### config.mk
export PLATFORM = sky130hd
export DESIGN_NAME = mdl
export DESIGN_NICKNAME = d
export VERILOG_FILES = /design/src/rtl/mdl.sv
export SDC_FILE = /design/constraint.sdc
export NUM_CORES = 1
export LEC_CHECK = 0
export CORE_MARGIN = 2
export CORE_UTILIZATION = 28
export CTS_BUF_LIST = sky130_fd_sc_hd__clkbuf_16
export CTS_CLUSTER_DIAMETER = 80
export CTS_CLUSTER_SIZE = 16
export DETAILED_ROUTE_END_ITERATION = 8
export DONT_BUFFER_PORTS = 1
export PLACE_DENSITY_LB_ADDON = 0.3
export SLEW_MARGIN = 20
export SYNTH_ARGS = -nofsm -noshare
export SYNTH_HDL_FRONTEND = slang
export SYNTH_SLANG_ARGS = --single-unit
### constraint.sdc
create_clock -name clk -period 4.5 [get_ports clk]
set_input_delay 1.125 -clock clk [delete_from_list [all_inputs] [get_ports clk]]
set_output_delay 1.125 -clock clk [all_outputs]
set_load 0.01 [all_outputs]
### src/rtl/mdl.sv
// Kernel register file with per-word write, read, shift-right-by-two and a
// multi-cycle clear sweep that stalls the request interface while it runs.
module mdl #(
  parameter int unsigned WIDTH      = 8,
  parameter int unsigned NUM_KERNEL = 8,
  parameter int unsigned AW         = 3
) (
  input  logic             clk,
  input  logic             rst,
  input  logic [2:0]       op,
  input  logic             op_valid,
  input  logic [AW-1:0]    addr,
  input  logic [WIDTH-1:0] din,
  output logic             op_ready,
  output logic [WIDTH-1:0] dout,
  output logic             dout_valid,
  output logic             busy,
  output logic             err
);

  localparam int unsigned NK = NUM_KERNEL;
  localparam int unsigned IW = (NK > 1) ? $clog2(NK) : 1;

  localparam logic [2:0] OP_SHR2  = 3'b001;
  localparam logic [2:0] OP_WRITE = 3'b010;
  localparam logic [2:0] OP_READ  = 3'b011;
  localparam logic [2:0] OP_CLEAR = 3'b100;

  typedef enum logic {ST_IDLE, ST_CLEAR} state_e;

  state_e           state_q, state_d;
  logic [IW-1:0]    pc_q, pc_d;
  logic [WIDTH-1:0] kernel [NK];
  logic             accept;
  logic             in_range;
  logic             word_op;
  logic [IW-1:0]    idx;

  assign op_ready = ~busy;
  assign accept   = op_valid & op_ready;
  assign in_range = 32'(addr) < NK;
  assign word_op  = (op == OP_WRITE) || (op == OP_READ) || (op == OP_SHR2);
  assign idx      = IW'(addr);

  // State and sweep-pointer registers
  always_ff @(posedge clk or posedge rst) begin
    if (rst) begin
      state_q <= ST_IDLE;
      pc_q    <= '0;
      busy    <= 1'b0;
    end else begin
      state_q <= state_d;
      pc_q    <= pc_d;
      busy    <= (state_d == ST_CLEAR);
    end
  end

  // Next state: the pointer stops at the last word and returns to zero
  always_comb begin
    state_d = state_q;
    pc_d    = pc_q;
    case (state_q)
      ST_IDLE: begin
        if (accept && (op == OP_CLEAR)) begin
          state_d = ST_CLEAR;
          pc_d    = '0;
        end
      end
      ST_CLEAR: begin
        if (pc_q == IW'(NK - 1)) begin
          state_d = ST_IDLE;
          pc_d    = '0;
        end else begin
          pc_d = pc_q + IW'(1);
        end
      end
      default: state_d = ST_IDLE;
    endcase
  end

  // Storage and response datapath
  always_ff @(posedge clk or posedge rst) begin
    if (rst) begin
      for (int k = 0; k < int'(NK); k++) kernel[k] <= '0;
      dout       <= '0;
      dout_valid <= 1'b0;
      err        <= 1'b0;
    end else begin
      dout_valid <= 1'b0;
      err        <= 1'b0;
      if (state_q == ST_CLEAR) begin
        kernel[pc_q] <= '0;
      end else if (accept) begin
        if (word_op && !in_range) begin
          err <= 1'b1;
        end else begin
          case (op)
            OP_WRITE: kernel[idx] <= din;
            OP_READ: begin
              dout       <= kernel[idx];
              dout_valid <= 1'b1;
            end
            OP_SHR2: kernel[idx] <= kernel[idx] >> 2;
            default: ;
          endcase
        end
      end
    end
  end

endmodule

# [Word level (Yosys, flattened, before mapping)]
# Index checks and enable logic that the tools add are counted.
[totals] register_bits=77 in_bits=17 output_inout_bits=12 elab_cells=57
[op_classes] add_sub_neg=1 n_lt_le_gt_ge=4 eq_ne=6 n_mux=21 bitwise_logic=6 n_reduce_logical=7
[ops] op="$bwmux W64" count=2
[ops] op="$mux W64" count=2
[ops] op="$pmux W64 S2" count=1
[ops] op="$and A64 B64 Y64" count=1
[ops] op="$not A64 Y64" count=1
[ops] op="$demux W8 S3" count=2
[ops] op="$mux W8" count=4
[ops] op="$bmux W8 S3" count=1
[ops] op="$ge A4 B4 Y1 const B" count=2
[ops] op="$lt A4 B1 Y1 const B" count=2
[ops] op="$not A3 Y4" count=2
[ops] op="$eq A3 B2 Y1 const B" count=2
[ops] op="$eq A3 B3 Y1 const B" count=2
[ops] op="$mux W3" count=2
[ops] op="$pmux W3 S2" count=1
[ops] op="$mux W1" count=5
[ops] op="$add A3 B1 Y3 const B" count=1
[ops] op="$eq A3 B1 Y1 const B" count=1
[ops] op="$logic_and A1 B1 Y1" count=3
[ops] op="$reduce_and A3 Y1" count=1
[ops] op="$reduce_bool A3 Y1" count=1
[ops] op="$ne A2 B1 Y1 const B" count=1
[ops] op="$pmux W1 S2" count=1
[ops] op="$reduce_and A2 Y1" count=1
[ops] op="3 further kinds" count=3

# [Depth between registers and ports, before layout]
[logic_depth] word_depth=9 ltp_mapped=7 depth_no_buf=4

# [Worst setup path after synthesis]
# Ideal clock, no wire load.
[synth_timing] path_kind="input to register" from="input port addr[0]" to="register kernel[0] (netlist name)" setup_ns=0.132 arrival_ns=2.378 required_time_ns=4.368 setup_slack_ns=1.991 cell_stages=5 n_path_buf=1 path_cell_list="buf_4 > mux4_2 > mux2_2 > mux2i_4 > o21ai_0"
[synth_via] elab_chain_cells=9 elab_cells_between_ends=14 cone_classes="order compare: 2; mux: 10; bitwise: 1; reduce/logical: 1"
[synth_lines] element="start: declaration" line="12" source="input logic [AW-1:0] addr,"
[synth_lines] element="$not A3 Y4 (implied by the code) *" line="98, 103"
[synth_lines] element="$ge A4 B4 Y1 (implied by the code) / $lt A4 B1 Y1 (equally long branches)" line="98, 103"
[synth_lines] element="$logic_and A1 B1 Y1 (implied by the code)" line="98, 103"
[synth_lines] element="$mux W8 (implied by the code)" line="98, 103"
[synth_lines] element="$demux W8 S3" line="98, 103"
[synth_lines] element="$bwmux W64, on equally long branches" line="103, 98"
[synth_lines] element="$pmux W64 S2 *" line="97" source="case (op)"
[synth_lines] element="$mux W64 *" line="93" source="end else if (accept) begin"
[synth_lines] element="$mux W64 *" line="91" source="if (state_q == ST_CLEAR) begin"
[synth_lines] element="end signal: indexed assignment" line="98" source="OP_WRITE: kernel[idx] <= din;"
[synth_lines] element="end signal: indexed assignment" line="103" source="OP_SHR2: kernel[idx] <= kernel[idx] >> 2;"
[synth_lines] element="end: declaration" line="33" source="logic [WIDTH-1:0] kernel [NK];"
# Mark *: on every way between the ends. The rest lies on a longest branch, timed or not. The select of a mux whose other input is x is not followed.
# A chain may end at the register's enable or synchronous reset.

# [Worst setup path in the final report]
[layout_timing] from="input port op[1]" to="register kernel[21] (netlist name)"
[layout_via] elab_chain_cells=4 elab_cells_between_ends=7 cone_classes="eq/ne: 2; mux: 3; reduce/logical: 2"
[layout_lines] element="start: declaration" line="10" source="input logic [2:0] op,"
[layout_lines] element="$eq A3 B1 Y1 / $eq A3 B2 Y1 (equally long branches)" line="97"
[layout_lines] element="$pmux W64 S2" line="97"
[layout_lines] element="$mux W64" line="93"
[layout_lines] element="$mux W64" line="91"
# Several ways; a longest one is shown, not always the timed one. The select of a mux whose other input is x is not followed.

==> impl_metrics.tcl <==
set metrics [dict create \
    antenna_found_initial 0 \
    arrival_ns 2.73 \
    port_buffers 0 \
    grt_start_max_net_pins 58 \
    grt_overflow 0 \
    cp_cell_sequence "xor2_1 > nand4_1 > nand3_1 > o21ai_0" \
    yosysSeqAreaShare 0.534 \
    max_freq_mhz 392 \
    fin_setup_tns_ns 0 \
    drc 0 \
    avgSynthCellArea_um2 11.5 \
    drt_iter0_markers 155 \
    start_kind "primary input" \
    cts_max_level 3 \
    clock-sinks 77 \
    dieHeight_um 118 \
    fin_nets 328 \
    root_buffer "clkbuf_16" \
    num-fill-cells 1299 \
    routabilityCongestion 0.769 \
    diodes 0 \
    grt_usage 0.142 \
    path_max_fanout 16 \
    die-width_um 118 \
    syn_nets 332 \
    clk_latency_ns 0.34 \
    critPathMaxStageDelay_ns 0.73 \
    hold_slack_ns 0.496 \
    hold_path.class "reg -> reg" \
    tritoncts "built" \
    syn_area_um2 3610 \
    final_cell_mix "77 x dfrtp_1, 68 x nand3_1, 66 x o21ai_0" \
    path_delay_family "simple AND/OR/NAND/NOR gates" \
    path_class "in -> reg" \
    post_drt_via_cell_ratio 5.23 \
    worst_path_max_delay_cell "nand4_1" \
    core_area_um2 12600 \
    ir_drop_v 0.000168 \
    ant_nets 0 \
    die-area_um2 13800 \
    wl_per_cell_um 19.0 \
    worst_pin_slew_ns 0.742 \
    rsz0062_at_grt "no" \
    ys_seq_elements 77 \
    grt_pass1_vias 2527 \
    cts_resized 0 \
    cp_data_required_time_ns 4.68 \
    status "complete, no violations" \
    cap_viol_max_count 0 \
    hold_buffers 0 \
    fin_worst_skew_ns 0.00768 \
    dpl.hpwl_um 6170 \
    ioPinCount 29 \
    clockBufferDepth 2 \
    cts.clk_slew.worst_paths_ns 0.06 \
    vias 2535 \
    rows 41 \
    initial_core_util 0.286 \
    min_period_over_period 0.567 \
    syn_inst 313 \
    drive_gt1_frac 0.157 \
    critPathBufInv 0 \
    finalMaxSlewViolations 0 \
    grt_pass1_wl_um 14800 \
    final_common_cell "dfrtp_1" \
    pwr_density_cell_nw_per_um2 551 \
    maxSlewHeadroom 0.504 \
    leakagePower_nw 1.70 \
    finalSetupViolCount 0 \
    cp-end-kind "flop" \
    area_growth_pct 13.1 \
    firstDrtPassIters 6 \
    cts_setup_buffers 0 \
    synth.distinct_cells 34 \
    period_needed_ns 2.55 \
    yosys_warnings 0 \
    timing.final.hold_violations 0 \
    drt_wl_total_um 9220 \
    cts_buffers 9 \
]
Yosys cell counts (all sizes together):
cell / instances / area (um^2)
a21oi: 1 / 5.00
and2b: 1 / 7.51
nor2b: 4 / 25.0
mux4: 14 / 319
mux2: 12 / 135
a31oi: 3 / 18.8
nand3b: 1 / 7.51
ha: 2 / 25.0
and3: 1 / 6.26
nand2b: 2 / 12.5
nor4bb: 1 / 10.0
inv: 3 / 11.3
nand2: 7 / 26.3
buf: 9 / 61.3
xor2: 1 / 8.76
nand3: 68 / 340
dfrtp: 77 / 1930
clkbuf: 8 / 30.0
nor3: 2 / 10.0
o21ai: 67 / 335
mux2i: 9 / 165
nor3b: 2 / 20.0
conb: 1 / 3.75
and2: 1 / 6.26
nor2: 5 / 18.8
nand4: 9 / 56.3
a22o: 2 / 17.5
through the flow:
stage          utilization  area [um^2]  setup slack, ns  cells  total power, mW
2_1_floorplan            -         3610             1.41    313             1.33
5_1_grt              0.324         4080             1.80    485             2.38
3_3_place_gp         0.298         3750             1.69    470             1.44
6_report             0.324         4080             1.95    485             2.25
3_5_place_dp         0.298         3750             1.66    470             1.46
4_1_cts              0.324         4080             2.01    485             2.27
registers in the layout (all words and copies together) (netlist names):
name	flops
kernel	64
pc_q	3
dout	8
state_q	1
dout_valid	1
area by class of cell:
class                      count  area [um^2]  share of cell area
clock inverter                 6          103              0.0251
clock buffer                   9          225              0.0551
tap                          172          215              0.0527
inverter                       3         13.8             0.00337
multi-input combinational    216         1590               0.388
sequential                    77         1930               0.472
timing repair buffer           2         15.0             0.00368
power by group:
part           total [mW]  switching, mW  internal, mW
sequential           1.01          0.140         0.873
combinational       0.428          0.242         0.186
clock               0.808          0.274         0.534
total                2.25          0.657          1.59
path summary, 6_finish.rpt:
kind / startpoint / to / slack, ns / cells past startpoint
setup / recovery: op[1] / kernel[21] / 1.95 / 4
max in group asynchronous: rst / kernel[34] / 2.95 / 2
setup reg to reg: state_q / kernel[21] / 2.21 / 4
hold reg to reg: kernel[35] / kernel[35] / 0.50 / 2
hold / removal: kernel[35] / kernel[35] / 0.50 / 2
min in group asynchronous: rst / kernel[15] / 0.77 / 1
per-layer routing:
| metal | vias to the layer above | global-route usage | share of wire |
|---|---|---|---|
| met3 | 12 | 0.0373 | 0.051 |
| met5 | - | 0 | 0 |
| met4 | 0 | 0.0745 | 0.024 |
| met1 | 1298 | 0.175 | 0.42 |
| met2 | 66 | 0.227 | 0.50 |
| li1 | 1159 | - | - |
worst reg2reg max path: stages, from the launching register on:
cell and delay [ns]:
dfrtp_1 0.53, nor3b_2 0.51, nand4_1 0.70, nand3_1 0.28
o21ai_0 0.12
logic make-up after synthesis:
kind of cell,after synthesis,share of synthesized area
AOI/OAI and AO/OA,73,0.104
xor gates and xnor gates,1,0.00243
adders and majority gates,2,0.00693
buffers and inverters,20,0.0284
DFF,77,0.534
muxes,35,0.172
other,1,0.00104
and+or+nand+nor,104,0.151
Note: power is estimated with default switching activity, not from simulation.
==> RTL edit 1 (same settings) <==
`AW`: 3 -> 2.
--- a/src/rtl/mdl.sv
+++ b/src/rtl/mdl.sv
@@ -5,3 +5,3 @@
   parameter int unsigned NUM_KERNEL = 8,
-  parameter int unsigned AW         = 3
+  parameter int unsigned AW         = 2
 ) (
Interface: changed (resized addr); port bits go from 29 to 28. No check against the original RTL was run, so the function may have changed too.
==> RTL edit 1 against the unedited design <==
Routed wire length down 46%. Clock power down 58%. Synthesized area down 40%. Maximum frequency up 11%. Design area down 41%. Setup slack better by 0.25 ns. Power down 41%. Die area down 38%. Sequential cell count down 32. Global-route usage down 1.5 points. First-iteration DRC count down 39%. Via count down 50%. Core utilization down 0.92 points.
==> RTL edit 1: results (changes against the unedited design) <==
Run status
  • Outcome: finished clean

Timing
  • Clock Skew: 0.00554 ns (-0.00213 ns)
  • Slew margin rel.: 21.0% (-29 points)

Placement
  • Dpl hpwl: 3.36 mm (-46%)
  • RD Place Congestion: 0.700 (-8.9%)
  • Place WS: 1.92 ns (+0.264 ns)

Critical path
  • Arr. time, crit path: 2.52 ns (-0.21 ns)
  • CP max-delay cell: a31oi_1
  • Largest delay share family, worst path: compound AO/OA/AOI/OAI gates
  • CP peak stage delay: 0.96 ns (+0.23 ns)

Route
  • Routed vias: 1275 (-50%)
  • DR WL/cell: 20.6 microns (+8.2%)
  • Pre-Repair DR Iteration Count: 4 (-2)
  • Initial drt markers: 94 (-39%)

Synth
  • Netlist cell types: 30 (-12%)
  • XOR/XNOR share of the synthesized area: 0.745% (+0.50 points)
  • Mux share of post-synthesis cell area: 18.6% (+1.4 points)
  • Top cells by area, synth: dfrtp_1 (52%), o2bb2ai_1 (12%), mux4_2 (8.3%)
  • Syn Nets: 157 (-53%)
  • Sequential share of the synthesized area: 51.6% (-1.8 points)
  • Top post-synthesis cells by count: dfrtp_1 (45), o2bb2ai_1 (29), mux2_2 (8), mux4_2 (8), mux2i_4 (6)

Finish
  • Fill cells: 742 (-43%)
  • Largest regs: kernel (32), dout (8), pc_q (3)

Power
  • Pleak: 1.00 nW (-41%)
  • Maximum vdd drop: 0.226 mV (+35%)

Global routing
  • First-pass GRT wire length: 8.19 mm (-45%)
  • GR Util All Layers: 12.6% (-1.5 points)
  • Vias in the first global route: 1418 (-44%)

CTS
  • Clock Latency Late Sink: 0.28 ns (-0.06 ns)
  • CTS Buf Count: 5 (-4)
  • H-tree Lvls: 2 (-1)
## RTL edit 1: worst paths after layout
| path | start | end | cells past startpoint | slack [ns] |
|---|---|---|---|---|
| max | op[1] | kernel[55] | 3 | 2.20 |
| min | kernel[38] | kernel[38] | 1 | 0.49 |
| max reg2reg | state_q | kernel[55] | 3 | 2.53 |
| min reg2reg | kernel[38] | kernel[38] | 1 | 0.49 |
| max in group asynchronous | rst | kernel[33] | 2 | 3.24 |
| min in group asynchronous | rst | dout[2] | 2 | 0.87 |
## RTL edit 1: per-layer routing
metal / wire, microns / GRT usage (%) / up-vias / share of wire, %
met5: 0 / 0 / - / 0
met4: 13 / 2.36 / 0 / 0.26
met3: 232 / 3.42 / 2 / 4.6
met2: 2500 / 20.1 / 32 / 50
met1: 2280 / 17.6 / 680 / 45
li1: - / - / 561 / -
## RTL edit 1: area by class of cell
cell class              instances  area [sq um]  share of cell area (%)
flip-flops and latches         45          1130                    46.8
multi-input cells              86          1000                    41.6
well taps                     102           128                    5.31
clock buffers                   5           125                    5.20
inverters                       3          11.3                   0.468
clock inverters                 2          7.51                   0.312
repair buffers                  1          7.51                   0.312
## RTL edit 1: through the flow
| step | hold WS [ns] | instance area, sq um | cells |
|---|---|---|---|
| after floorplan | 0.451 | 2180 | 139 |
| after global placement | 0.466 | 2270 | 237 |
| after detailed placement | 0.472 | 2270 | 237 |
| after CTS | 0.489 | 2400 | 244 |
| after global routing | 0.506 | 2400 | 244 |
| final | 0.486 | 2400 | 244 |
## RTL edit 1: where the power goes
part	switching, mW	internal (mW)	total (mW)
Combinational	0.150	0.190	0.340
Clock	0.139	0.199	0.338
Sequential	0.118	0.533	0.652
Total	0.408	0.922	1.33
==> RTL edit 2 (same flow settings) <==
Without the edit above. Put one more register stage on the output `err`, without a reset. The value now appears one clock later. The other outputs are not delayed to match.
--- a/src/rtl/mdl.sv
+++ b/src/rtl/mdl.sv
@@ -29,2 +29,4 @@
   typedef enum logic {ST_IDLE, ST_CLEAR} state_e;
+
+  logic err_s0;
 
@@ -86,6 +88,6 @@
       dout_valid <= 1'b0;
-      err        <= 1'b0;
+      err_s0     <= 1'b0;
     end else begin
       dout_valid <= 1'b0;
-      err        <= 1'b0;
+      err_s0     <= 1'b0;
       if (state_q == ST_CLEAR) begin
@@ -94,3 +96,3 @@
         if (word_op && !in_range) begin
-          err <= 1'b1;
+          err_s0 <= 1'b1;
         end else begin
@@ -110,2 +112,6 @@
 
+  always_ff @(posedge clk) begin
+    err <= err_s0;
+  end
+
 endmodule
Check against the original RTL: no difference found for any inputs over 4 cycles, from zero or initial values and one cycle with rst high; that may be too few to reach the edited logic, so the function may still have changed.
==> RTL edit 2 against the unedited design <==
Power is 5.2% lower. Routed wire length is 0.87% higher. Sequential share of layout area is 0.058 points higher. Synthesized area is 1.1% higher. Global-route usage is 0.27 points lower. Setup slack worse by 0.013 ns. Largest power group unchanged. First-iteration DRC count is 27% higher. Design area is 0.12% lower. Cell count stayed put. Via count is 1.5% higher. Sequential cell count stayed put.
==> RTL edit 2: results (changes against the unedited design) <==
Run status
  • Outcome: finished clean

Synth
  • Sequential share of the synthesized area: 52.8% (-0.60 points)
  • Top cells by area, synth: dfrtp_1 (53%), nand3_1 (9.3%), o21ai_0 (9.2%)
  • Top FF cell, synth: dfrtp_1
  • Yosys warns: 0 (unchanged)
  • Netlist cell types: 31 (-8.8%)
  • Top post-synthesis cells by count: dfrtp_1 (77), nand3_1 (68), o21ai_0 (67), mux2_2 (13)
  • Syn Nets: 332 (unchanged)

Critical path
  • CP peak stage delay: 0.73 ns (about the same)
  • Arr. time, crit path: 2.75 ns (+0.02 ns)
  • CP max-delay cell: nand4_1

Global routing
  • Vias in the first global route: 2539 (+0.47%)
  • First-pass GRT wire length: 14.7 mm (-0.37%)
  • GR Util All Layers: 13.9% (-0.27 points)
  • Initial antenna violation count: 0 (unchanged)
  • Largest net degree at the start of global routing: 39 (-33%)

Placement
  • Dpl hpwl: 6.23 mm (+0.96%)
  • RD Place Congestion: 0.809 (+5.3%)

Power
  • Maximum vdd drop: 0.181 mV (+8.3%)
  • NetSw: 0.654 mW (-0.39%)
  • Pleak: 1.73 nW (+1.8%)

CTS
  • Clk buf depth: 2 (unchanged)
  • Clock root cell: clkbuf_16
  • Clock Latency Late Sink: 0.33 ns

Route
  • Pre-Repair DR Iteration Count: 4 (-2)
  • Vias/cell: 5.31 (+1.5%)
  • DR WL/cell: 19.2 microns (+0.87%)
  • Initial drt markers: 197 (+27%)

Timing
  • Worst slew pin tran: 0.840 ns (+0.0974 ns)
  • Clock Skew: 0.00583 ns (-0.00185 ns)

Finish
  • Share of cells above drive strength 1: 14.1% (-1.6 points)
  • Diode count: 0 (unchanged)
  • Fill cells: 1283 (-1.2%)
-- RTL edit 2: changes by cell type in the layout (fill, tap and decap cells not counted), moves of 2 or more --
cell / unedited run / this run
nor3_1: 2 / 0
nor2b_1: 4 / 6
mux4_2: 13 / 6
a31oi_1: 3 / 1
a21oi_1: 1 / 5
nand2_1: 7 / 5
bufinv_16: 3 / 1
nand4b_1: 0 / 4
nand4_1: 9 / 5
mux4_1: 1 / 8
-- RTL edit 2: layout make-up --
cell class                      count  area, sq um  share of cell area, %
Timing Repair Buffer                3         22.5                  0.552
Clock buffer                        9          225                   5.52
Inverter                            2         7.51                  0.184
Multi-Input combinational cell    216         1630                   39.9
Sequential cell                    77         1930                   47.2
Clock inverter                      6         55.1                   1.35
Tap cell                          172          215                   5.28
-- RTL edit 2: metal layers --
metal | routed length, microns | up-vias | global-route usage (%)
met3 | 672 | 10 | 4.15
met1 | 4340 | 1322 | 19.5
met4 | 94 | 0 | 4.29
li1 | - | 1169 | -
met5 | 0 | - | 0
met2 | 4190 | 72 | 20.6
-- RTL edit 2: kinds of logic after synthesis --
| kind of cell | share of synthesized area (%) |
|---|---|
| mux | 18.0 |
| flops | 52.8 |
| xor+xnor | 0.240 |
| compound gates | 10.5 |
| buf+inv | 2.81 |
| fa+ha+maj | 0.685 |
| other cells | 0.103 |
| simple gates | 14.9 |
-- RTL edit 2: worst paths after layout --
path                                  from          to  slack, ns  cells past startpoint
max in group asynchronous              rst  kernel[48]       2.84                      2
worst min register to register  kernel[46]  kernel[46]       0.49                      2
min in group asynchronous              rst  kernel[17]       0.84                      1
worst max register to register     state_q  kernel[50]       2.17                      4
worst max-delay path                 op[1]  kernel[50]       1.93                      4
worst min-delay path            kernel[46]  kernel[46]       0.49                      2
-- RTL edit 2: critical path, delay by kind of cell --
| kind | cells | cell delay [ns] |
|---|---|---|
| AOI/OAI and AO/OA | 1 | 0.12 |
| and+or+nand+nor | 2 | 1.01 |
| xor gates and xnor gates | 1 | 0.50 |
-- RTL edit 2: power by group through the flow --
stage               clock network [mW]  registers (mW)  logic (mW)
floorplan                            0           0.972       0.351
global placement                     0            1.02       0.418
detailed placement                   0            1.03       0.430
CTS                              0.705            1.01       0.433
global route                     0.738            1.04       0.482
finish                           0.692            1.01       0.428
-- RTL edit 2: stage by stage --
| stage | total power [mW] | instances | utilization [%] | area [sq um] | setup WS, ns |
|---|---|---|---|---|---|
| floorplan | 1.32 | 313 | - | 3650 | 1.41 |
| global placement | 1.44 | 470 | 30.0 | 3800 | 1.64 |
| detailed placement | 1.46 | 470 | 30.0 | 3800 | 1.59 |
| CTS | 2.15 | 485 | 32.2 | 4080 | 1.95 |
| global route | 2.26 | 485 | 32.2 | 4080 | 1.75 |
| finish | 2.13 | 485 | 32.2 | 4080 | 1.93 |
